File: src/rtl/parallel_to_serial.sv
// Parallel-to-serial shifter with a one-word hold buffer.
// Words arrive over a valid/ready handshake, wait in the hold buffer, and are
// moved into the shifter so consecutive words stream out back-to-back.
module parallel_to_serial #(
    parameter int N         = 8,
    parameter bit MSB_FIRST = 1'b0
) (
    input  logic         clk,
    input  logic         reset,
    input  logic [N-1:0] data_in,
    input  logic         load_valid,
    output logic         load_ready,
    output logic         serial_out,
    output logic         bit_valid,
    output logic         frame_start,
    output logic         busy
);

    localparam int CW = $clog2(N);
    localparam logic [CW-1:0] LAST_BIT = CW'(N - 1);

    typedef enum logic {
        IDLE  = 1'b0,
        SHIFT = 1'b1
    } state_t;

    state_t         r_state;
    state_t         w_stateNext;
    logic [N-1:0]   r_holdReg;
    logic           r_holdFull;
    logic [N-1:0]   r_shiftReg;
    logic [CW-1:0]  r_count;

    logic           w_lastBit;
    logic           w_take;
    logic           w_fire;
    logic [N-1:0]   w_shifted;
    logic           w_outBit;

    // The hold word moves into the shifter when idle or right after the last
    // bit of the current word, so load_ready depends on registers only.
    assign w_lastBit  = (r_state == SHIFT) && (r_count == LAST_BIT);
    assign w_take     = r_holdFull && ((r_state == IDLE) || w_lastBit);
    assign load_ready = !r_holdFull || w_take;
    assign w_fire     = load_valid && load_ready;

    // Shift direction and output tap follow the chosen bit order.
    always_comb begin
        w_shifted = r_shiftReg;
        w_outBit  = 1'b0;
        if (MSB_FIRST) begin
            w_shifted = {r_shiftReg[N-2:0], 1'b0};
            w_outBit  = r_shiftReg[N-1];
        end else begin
            w_shifted = {1'b0, r_shiftReg[N-1:1]};
            w_outBit  = r_shiftReg[0];
        end
    end

    // State register; reset discards any word in flight.
    always_ff @(posedge clk or posedge reset) begin
        if (reset) begin
            r_state <= IDLE;
        end else begin
            r_state <= w_stateNext;
        end
    end

    // Next state: start on a buffered word, leave SHIFT only when the last
    // bit goes out with nothing waiting behind it.
    always_comb begin
        w_stateNext = r_state;
        case (r_state)
            IDLE: begin
                if (w_take) begin
                    w_stateNext = SHIFT;
                end
            end
            SHIFT: begin
                if (w_lastBit && !w_take) begin
                    w_stateNext = IDLE;
                end
            end
            default: w_stateNext = IDLE;
        endcase
    end

    // Hold buffer: capture on a handshake, empty when its word is taken
    // without a replacement arriving on the same edge.
    always_ff @(posedge clk or posedge reset) begin
        if (reset) begin
            r_holdReg  <= '0;
            r_holdFull <= 1'b0;
        end else begin
            if (w_fire) begin
                r_holdReg  <= data_in;
                r_holdFull <= 1'b1;
            end else if (w_take) begin
                r_holdFull <= 1'b0;
            end
        end
    end

    // Shifter and bit counter: reload from the hold buffer at word start,
    // otherwise advance one bit per cycle and wrap the counter at word end.
    always_ff @(posedge clk or posedge reset) begin
        if (reset) begin
            r_shiftReg <= '0;
            r_count    <= '0;
        end else begin
            if (r_state == IDLE) begin
                if (w_take) begin
                    r_shiftReg <= r_holdReg;
                    r_count    <= '0;
                end
            end else if (w_lastBit) begin
                if (w_take) begin
                    r_shiftReg <= r_holdReg;
                end
                r_count <= '0;
            end else begin
                r_shiftReg <= w_shifted;
                r_count    <= r_count + 1'b1;
            end
        end
    end

    // Moore outputs decoded from registers.
    assign bit_valid   = (r_state == SHIFT);
    assign serial_out  = bit_valid ? w_outBit : 1'b0;
    assign frame_start = bit_valid && (r_count == '0);
    assign busy        = bit_valid || r_holdFull;

endmodule

File: config.mk
export PLATFORM = sky130hd
export DESIGN_NAME = parallel_to_serial
export DESIGN_NICKNAME = d
export VERILOG_FILES = /design/src/rtl/parallel_to_serial.sv
export SDC_FILE = /design/constraint.sdc
export NUM_CORES = 1
export LEC_CHECK = 0
export ABC_CLOCK_PERIOD_IN_PS = 2560
export BUFFER_PORTS_ARGS = -buffer_cell sky130_fd_sc_hd__clkbuf_2
export CAP_MARGIN = 10
export CORE_UTILIZATION = 59
export DETAILED_ROUTE_END_ITERATION = 12
export GPL_TIMING_DRIVEN = 0
export PLACE_DENSITY = 0.93
export SLEW_MARGIN = 20
export SYNTH_ARGS = -nofsm -noshare
export SYNTH_HDL_FRONTEND = slang
export SYNTH_SLANG_ARGS = --single-unit
File: constraint.sdc
create_clock -name clk -period 2.56 [get_ports clk]
set_input_delay 0.256 -clock clk [delete_from_list [all_inputs] [get_ports clk]]
set_output_delay 0.256 -clock clk [all_outputs]
set_load 0.1 [all_outputs]
==> flow_summary.json, run 1 <==
{
  "synth_flop_cell": "dfrtp_1",
  "finalCritPeriodShare": 0.9324,
  "grt_pass1_wl_um": 3608,
  "synth_top_area_frac": 0.4620,
  "drtIter0Drc": 7,
  "ir_drop_v": 0.001050,
  "cts_setup_buffers": 0,
  "vias": 788,
  "worst_slew_pin_slew_ns": 0.7991,
  "synthAdderAreaFrac": 0.03300,
  "post-dp-hpwl_um": 1542,
  "power_density_mw_per_mm2": 1214,
  "holdBufCountCts": 0,
  "diodes": 0,
  "crit_type": "reg2out",
  "postCtsResizedCells": 0,
  "cts_tree": "yes",
  "synth_xor_area_frac": 0,
  "synth.area.top_cells": "dfrtp_1, mux2_4, nand4b_1",
  "std_cell_rows": 15,
  "worst_skew_pair.late_latency_ns": 0.30,
  "grt.overflow.total": 0,
  "synth_compound_area_frac": 0.06711,
  "synth_seq_cells": 21,
  "cp_max_fo": 10,
  "post-synth-top-count-cell": "dfrtp_1",
  "syn_area_mm2": 0.001137,
  "slowest_stage": "dfrtp_1",
  "clock-sinks": 21,
  "max-slew-margin-rel": 0.4667,
  "die-area_mm2": 0.002107,
  "rsz0062_at_grt": "false",
  "fillers": 149,
  "drv_cap": 0,
  "ant_nets": 0,
  "p_leak_uw": 0.0006302,
  "areaGrowthSynthToFinish_pct": 11.99,
  "synth-simple-area-share": 0.1892,
  "status": "complete, no violations",
  "cts_made_buffers": 3,
  "grt_usage": 0.2494,
  "gp_congestion": 0.7871,
  "fmax_ghz": 0.4189,
  "wl_per_cell_um": 15.25,
  "via_per_inst": 5.589,
  "start_util": 0.6447,
  "fin_hold_ws_ns": 0.07091,
  "die_w_um": 45.91,
  "syn_inst": 97,
  "arrival_ns": 2.13,
  "max_stage_delay_ns": 0.41,
  "core_area_mm2": 0.001764,
  "layout_min_cycle_time_ns": 2.387,
  "numPlacedInstances": 137,
  "path_clk_slew_ns": 0.12,
  "fin_cells": 141,
  "hp-class": "in2async",
  "grt_pass1_vias": 796,
  "yosysWarningCount": 0,
  "htree_levels": 1,
  "grt_max_degree": 22,
  "muxShareOfSynthArea": 0.1958,
  "synth_common_cells": "dfrtp_1, mux2_4, nand2b_1",
  "yosysTopAreaCell": "dfrtp_1",
  "ys_types": 23,
  "finalHoldViolCount": 0,
  "die_h_um": 45.91,
  "async_flop_share": 1.000,
  "end_kind": "output pin",
  "synth_enable_flop_cells": 0,
  "cts_root_buffer": "clkbuf_4",
  "drv_slew": 0,
  "antenna_found_initial": 0,
  "avgSynthCellArea_um2": 11.73,
  "io_buffers": 15,
  "cp.required_ns": 2.30,
  "setup_tns_ns": 0,
  "drc": 0,
  "drt-pass1-iter-count": 4,
  "yosysSeqAreaShare": 0.4620,
  "nNetsFinal": 131,
  "clock_path_buffers": 2,
  "setup_viol_count_final": 0,
  "drive_gt1_frac": 0.3448,
  "cp-start-kind": "register",
  "skew_ns": 0.008587,
  "synth_top_family_by_area": "multiplexers",
  "drt_wl_total_um": 2150,
  "ios": 16,
  "synth_nets": 111,
  "path_cells": "ha_1 > ha_1 > buf_2 > and3b_1 > buf_2 > inv_1 > clkbuf_2"
}
## report_power, final
group	internal, µW	leakage, µW	switching, µW	total [µW]
sequential	457	0.000236	92.8	550
combinational	376	0.000377	467	843
clock	58.1	0.0000177	94.7	153
## worst paths after layout
check / startpoint / to / slack [ns] / cells past startpoint
worst min register to register: r_shiftReg[1] / r_shiftReg[0] / 0.54 / 1
worst min-delay path: reset / r_shiftReg[7] / 0.07 / 2
worst max register to register: r_count[0] / r_holdReg[3] / 0.90 / 6
worst max-delay path: r_count[0] / load_ready / 0.17 / 7
min in group clk: data_in[7] / r_holdReg[7] / 0.19 / 3
max in group asynchronous: reset / r_shiftReg[2] / 1.99 / 2
## metal layers
metal	routed length, µm	share of wire	global-route usage	vias to the layer above
met3	81	0.038	0.06349	2
met1	950	0.44	0.3069	400
li1	-	-	-	375
met2	1098	0.51	0.4085	11
met4	20	0.0093	0.1118	0
met5	0	0	0	-
## critical path: cells and delay by family, from the launching register on
kind	cells	cell delay [ns]
flops	1	0.41
buf+inv	4	0.80
fa+ha+maj	2	0.42
simple gates	1	0.21
## cells by family after synthesis
family                     after synthesis
adders and majority gates                3
and+or+nand+nor                         35
muxes                                   16
DFF                                     21
AOI/OAI and AO/OA                       10
buffers and inverters                   12
## placed cells by master (no fill, tap or decap), drive strengths merged
cell type  instances
mux2i              2
nand2b            10
buf                5
o211ai             8
o32ai              1
or2                2
mux2              14
clkinv             1
ha                 3
dfrtp             21
inv                5
and2               1
nor3b              1
clkbuf            20
nand4b             8
nor2b              1
nand2              9
nor2               2
a21o               1
and3b              1
## sequential cells by signal (all words and copies together), names as in the netlist
register / count
bit_valid: 1
r_holdFull: 1
r_holdReg: 8
r_count: 3
r_shiftReg: 8
## per-stage QoR
step / util / setup WS (ns) / instance area (µm²) / total power [µW]
after floorplan: - / 0.1132 / 1140 / 1243
after global placement: 0.7064 / 0.5715 / 1246 / 1345
after detailed placement: 0.7064 / 0.5165 / 1246 / 1399
after CTS: 0.7220 / 0.1708 / 1274 / 1555
after global routing: 0.7220 / 0.08544 / 1274 / 1640
final: 0.7220 / 0.1730 / 1274 / 1546
## final cells by class
cell class / instances / area [µm²] / area share
multi-input combinational: 64 / 554.3 / 0.4352
sequential: 21 / 525.5 / 0.4126
tap: 25 / 31.28 / 0.02456
clock inverter: 1 / 5.005 / 0.003929
buffer: 7 / 41.29 / 0.03242
inverter: 5 / 18.77 / 0.01473
timing repair buffer: 15 / 75.07 / 0.05894
clock buffer: 3 / 22.52 / 0.01768
No activity file was read; power rests on OpenSTA's default activity.
==> run 2: changes to the inputs <==
- ABC_CLOCK_PERIOD_IN_PS: 2560 -> 2000
- CORE_MARGIN: not set -> 2
- CORE_UTILIZATION: 59 -> 50
- PLACE_DENSITY: 0.93 -> 0.74
- clock period: 2.56 -> 2 ns (I/O delays scaled with it)
==> flow_summary.json, run 2 (same netlist as run 1, synthesis figures left out) <==
{
  "path_clk_slew_ns": 0.12,
  "diodes": 0,
  "final_cell_mix": "dfrtp_1, clkbuf_2, mux2_4",
  "grt_usage": 0.1972,
  "drt-met1-wl_um": 1058,
  "rrSetupSlack_ns": 0.45,
  "reg2reg_to": "r_shiftReg[0]",
  "grt_pass1_wl_um": 3822,
  "holdBufCountCts": 0,
  "setup_tns_ns": 0,
  "largest_registers": "r_holdReg: 8 flops, r_shiftReg: 8 flops, r_count: 3 flops",
  "via_per_inst": 5.445,
  "max-slew-margin-rel": 0.4543,
  "multi_input_area_um2": 575.6,
  "cp.required_ns": 1.80,
  "grt_max_degree": 22,
  "drt-pass1-iter-count": 4,
  "wl_per_cell_um": 15.83,
  "slowest_stage": "dfrtp_1",
  "setup_viol_count_final": 0,
  "layout_setup_ws_ns": 0.07870,
  "met3RoutedLength_um": 60,
  "nNetsFinal": 133,
  "cp_top_family": "flip-flops",
  "arrival_ns": 1.72,
  "die_h_um": 51.70,
  "die_w_um": 51.70,
  "p_leak_uw": 0.0006498,
  "drive_gt1_frac": 0.3983,
  "ir_drop_v": 0.001111,
  "drc": 0,
  "fmax_ghz": 0.5205,
  "end_kind": "output pin",
  "drv_slew": 0,
  "cts_made_buffers": 3,
  "power_density_mw_per_mm2": 1602,
  "ant_nets": 0,
  "regArea_um2": 526.8,
  "cts_tree": "yes",
  "std_cell_rows": 17,
  "post-dp-hpwl_um": 1580,
  "core_area_mm2": 0.002191,
  "wl_met2_um": 1155,
  "drv_cap": 0,
  "final_common_cell": "dfrtp_1",
  "r2r_start": "r_count[0]",
  "clock_path_buffers": 2,
  "highest_layer": "met4",
  "rsz0062_at_grt": "false",
  "grt_pass1_vias": 817,
  "io_buffers": 15,
  "layout_min_cycle_time_ns": 1.921,
  "pre_cts_ws_ns": 0.02758,
  "hp-class": "in2async",
  "worst_slew_pin_slew_ns": 0.8176,
  "gp_congestion": 0.6942,
  "reg2reg_depth": 5,
  "status": "complete, no violations",
  "finalCritPeriodShare": 0.9607,
  "cts_root_buffer": "clkbuf_4",
  "skew_ns": 0.007868,
  "drt_wl_total_um": 2311,
  "start_util": 0.5191,
  "crit_type": "reg2out",
  "crit_buf_inv": 3,
  "worst_skew_pair.late_latency_ns": 0.32,
  "max_stage_delay_ns": 0.41,
  "fillers": 171,
  "areaGrowthSynthToFinish_pct": 18.70,
  "cp_max_fo": 11,
  "finalHoldViolCount": 0,
  "ios": 16,
  "grt.overflow.total": 0,
  "drtIter0Drc": 10,
  "antenna_found_initial": 0,
  "die-area_mm2": 0.002672,
  "htree_levels": 1,
  "cp-start-kind": "register",
  "vias": 795,
  "clock-sinks": 21,
  "path_cells": "ha_2 > ha_4 > and3b_1 > buf_6 > inv_1 > clkbuf_16"
}
run 2: cell count changes in the layout (fill, tap and decap cells not counted), moves of 2 or more:
cell,before,now
buf_2,3,1
buf_4,1,4
clkbuf_2,15,13
clkbuf_4,3,5
ha_1,3,1
run 2: worst max path at each step:
stage                     slack, ns  cells past startpoint    endpoint       start
final                          0.08                      6  load_ready  r_count[0]
after global routing           0.02                      6  load_ready  r_count[0]
after CTS                      0.04                      6  load_ready  r_count[0]
after detailed placement       0.03                      7  load_ready  r_count[0]
after global placement         0.05                      7  load_ready  r_count[0]
after floorplan                0.14                      6  load_ready  r_count[0]
run 2: area by class of cell:
type                    instances  share of cell area
plain buffers                   6             0.03244
clock inverters                 1            0.003707
inverters                       5             0.01390
well taps                      28             0.02595
multi-input cells              64              0.4263
repair buffers                 18             0.09083
flip-flops and latches         21              0.3902
clock buffers                   3             0.01668
run 2: power by group:
part | switching, µW | internal [µW] | total, µW
Combinational | 630 | 615 | 1250
Sequential | 122 | 585 | 707
Clock | 135 | 75.0 | 210
run 2: metal layers:
metal  vias to the layer above  track usage
met5                         -            0
met4                         0      0.06579
met3                         5      0.04310
met2                        10       0.3462
met1                       400       0.2384
li1                        380            -
run 2: stage by stage:
stage	hold WS [ns]	instances	area, µm²	total power [µW]	utilization
after floorplan	0.1765	97	1147	1606	-
after global placement	0.3728	140	1257	1750	0.5740
after detailed placement	0.3707	140	1257	1810	0.5740
after CTS	0.02544	143	1326	2122	0.6054
after global routing	0.05370	146	1350	2297	0.6162
final	0.002024	146	1350	2163	0.6162
run 2: repair_timing:
item / 4_1_cts / 5_1_grt
endpoints found under the setup margin: 3 / 2
resized for setup: 10 / 2
setup buffers: 0 / 3
==> run 3: changes to the inputs <==
- MAX_ROUTING_LAYER: not set -> met4
==> flow_summary.json, run 3 (same netlist as run 1, synthesis figures left out) <==
{
  "drtIter0Drc": 10,
  "layout_setup_ws_ns": 0.07836,
  "setup_tns_ns": 0,
  "final_common_cell": "dfrtp_1",
  "vias": 795,
  "ios": 16,
  "drc": 0,
  "post-dp-hpwl_um": 1580,
  "worst_slew_pin_slew_ns": 0.8160,
  "cts_tree": "yes",
  "p_int_uw": 1275,
  "hp-class": "in2async",
  "rrSetupSlack_ns": 0.45,
  "finalCoreUtilization": 0.6162,
  "std_cell_rows": 17,
  "worst_skew_pair.late_latency_ns": 0.32,
  "grt.overflow.total": 0,
  "io_buffers": 15,
  "largest_registers": "r_holdReg: 8 flops, r_shiftReg: 8 flops, r_count: 3 flops",
  "wl_per_cell_um": 15.83,
  "htree_levels": 1,
  "reg2reg_to": "r_shiftReg[0]",
  "r2r_start": "r_count[0]",
  "gp_congestion": 0.7016,
  "clock_path_buffers": 2,
  "path_clk_slew_ns": 0.12,
  "die-area_mm2": 0.002672,
  "core_area_mm2": 0.002191,
  "drt-pass1-iter-count": 4,
  "cts_root_buffer": "clkbuf_4",
  "regArea_um2": 526.8,
  "max-slew-margin-rel": 0.4554,
  "p_switching_uw": 887.4,
  "ir_drop_v": 0.001111,
  "cp-start-kind": "register",
  "rsz0062_at_grt": "false",
  "cp-startpoint": "r_count[0]",
  "swShare": 0.4103,
  "p_clk_frac": 0.097,
  "placed_cell_area_mm2": 0.001257,
  "cts_made_buffers": 3,
  "nNetsFinal": 133,
  "die_w_um": 51.70,
  "ant_nets": 0,
  "seq_power_share": 0.327,
  "layout_min_cycle_time_ns": 1.922,
  "power_density_mw_per_mm2": 1602,
  "setup_viol_count_final": 0,
  "finalCritPeriodShare": 0.9608,
  "final_cell_mix": "dfrtp_1, clkbuf_2, mux2_4",
  "diodes": 0,
  "areaGrowthSynthToFinish_pct": 18.70,
  "end_kind": "output pin",
  "cp.required_ns": 1.80,
  "crit_type": "reg2out",
  "start_util": 0.5191,
  "die_h_um": 51.70,
  "holdBufCountCts": 0,
  "fillers": 171,
  "p_comb_frac": 0.576,
  "drt_wl_total_um": 2311,
  "grt_pass1_vias": 819,
  "crit_path_end": "load_ready",
  "multi_input_area_um2": 575.6,
  "stdcell_area_mm2": 0.001350,
  "pre_cts_ws_ns": 0.02758,
  "p_leak_uw": 0.0006498,
  "grt_usage": 0.2024,
  "arrival_ns": 1.72,
  "via_per_inst": 5.445,
  "status": "complete, no violations",
  "skew_ns": 0.008309,
  "finalHoldViolCount": 0,
  "antenna_found_initial": 0,
  "cp_max_fo": 11,
  "drv_cap": 0,
  "drv_slew": 0,
  "grt_max_degree": 22,
  "fmax_ghz": 0.5204,
  "clock-sinks": 21,
  "grt_pass1_wl_um": 3829,
  "reg2reg_depth": 5,
  "drive_gt1_frac": 0.3983
}
==> run 3: metal layers <==
layer  wire [µm]  vias to the layer above  GRT usage
met5           0                        -          -
met4          36                        0    0.06579
met3          60                        5    0.04310
met2        1155                       10     0.3462
met1        1059                      400     0.2384
li1            -                      380          -
==> run 3: stage by stage <==
| step | cells | power [µW] | hold slack (ns) |
|---|---|---|---|
| 3_5_place_dp | 140 | 1810 | 0.3707 |
| 5_1_grt | 146 | 2297 | 0.05370 |
| 4_1_cts | 143 | 2122 | 0.02544 |
| 2_1_floorplan | 97 | 1606 | 0.1765 |
| 3_3_place_gp | 140 | 1750 | 0.3728 |
| 6_report | 146 | 2163 | 0.001073 |
==> run 3: timing repair <==
action | in CTS | in global routing
setup buffers | 0 | 3
setup endpoints to repair | 3 | 2
gates resized for setup | 10 | 2
==> run 3: cell type report <==
type | count | share of cell area
Sequential cell | 21 | 0.3902
Clock buffer | 3 | 0.01668
Buffer | 6 | 0.03244
Inverter | 5 | 0.01390
Multi-Input combinational cell | 64 | 0.4263
Timing Repair Buffer | 18 | 0.09083
Tap cell | 28 | 0.02595
Clock inverter | 1 | 0.003707
==> run 3: worst min path at each step <==
| stage | to | depth (start not counted) | startpoint |
|---|---|---|---|
| final | r_shiftReg[5] | 2 | reset |
| after global routing | r_count[0] | 2 | reset |
| after CTS | r_count[0] | 2 | reset |
| after detailed placement | r_count[0] | 2 | reset |
| after global placement | r_shiftReg[5] | 2 | reset |
| after floorplan | r_count[0] | 1 | reset |
==> run 3: critical path, stage by stage, from the launching register on <==
cell and delay [ns]:
dfrtp_1 0.41, ha_2 0.21, ha_4 0.19, and3b_1 0.22
buf_6 0.12, inv_1 0.06, clkbuf_16 0.19
==> run 3: power groups by stage <==
stage	registers, µW	clock network, µW	logic (µW)
global placement	700	0	1050
CTS	708	213	1200
detailed placement	710	0	1100
global route	724	228	1340
finish	707	210	1250
floorplan	680	0	926
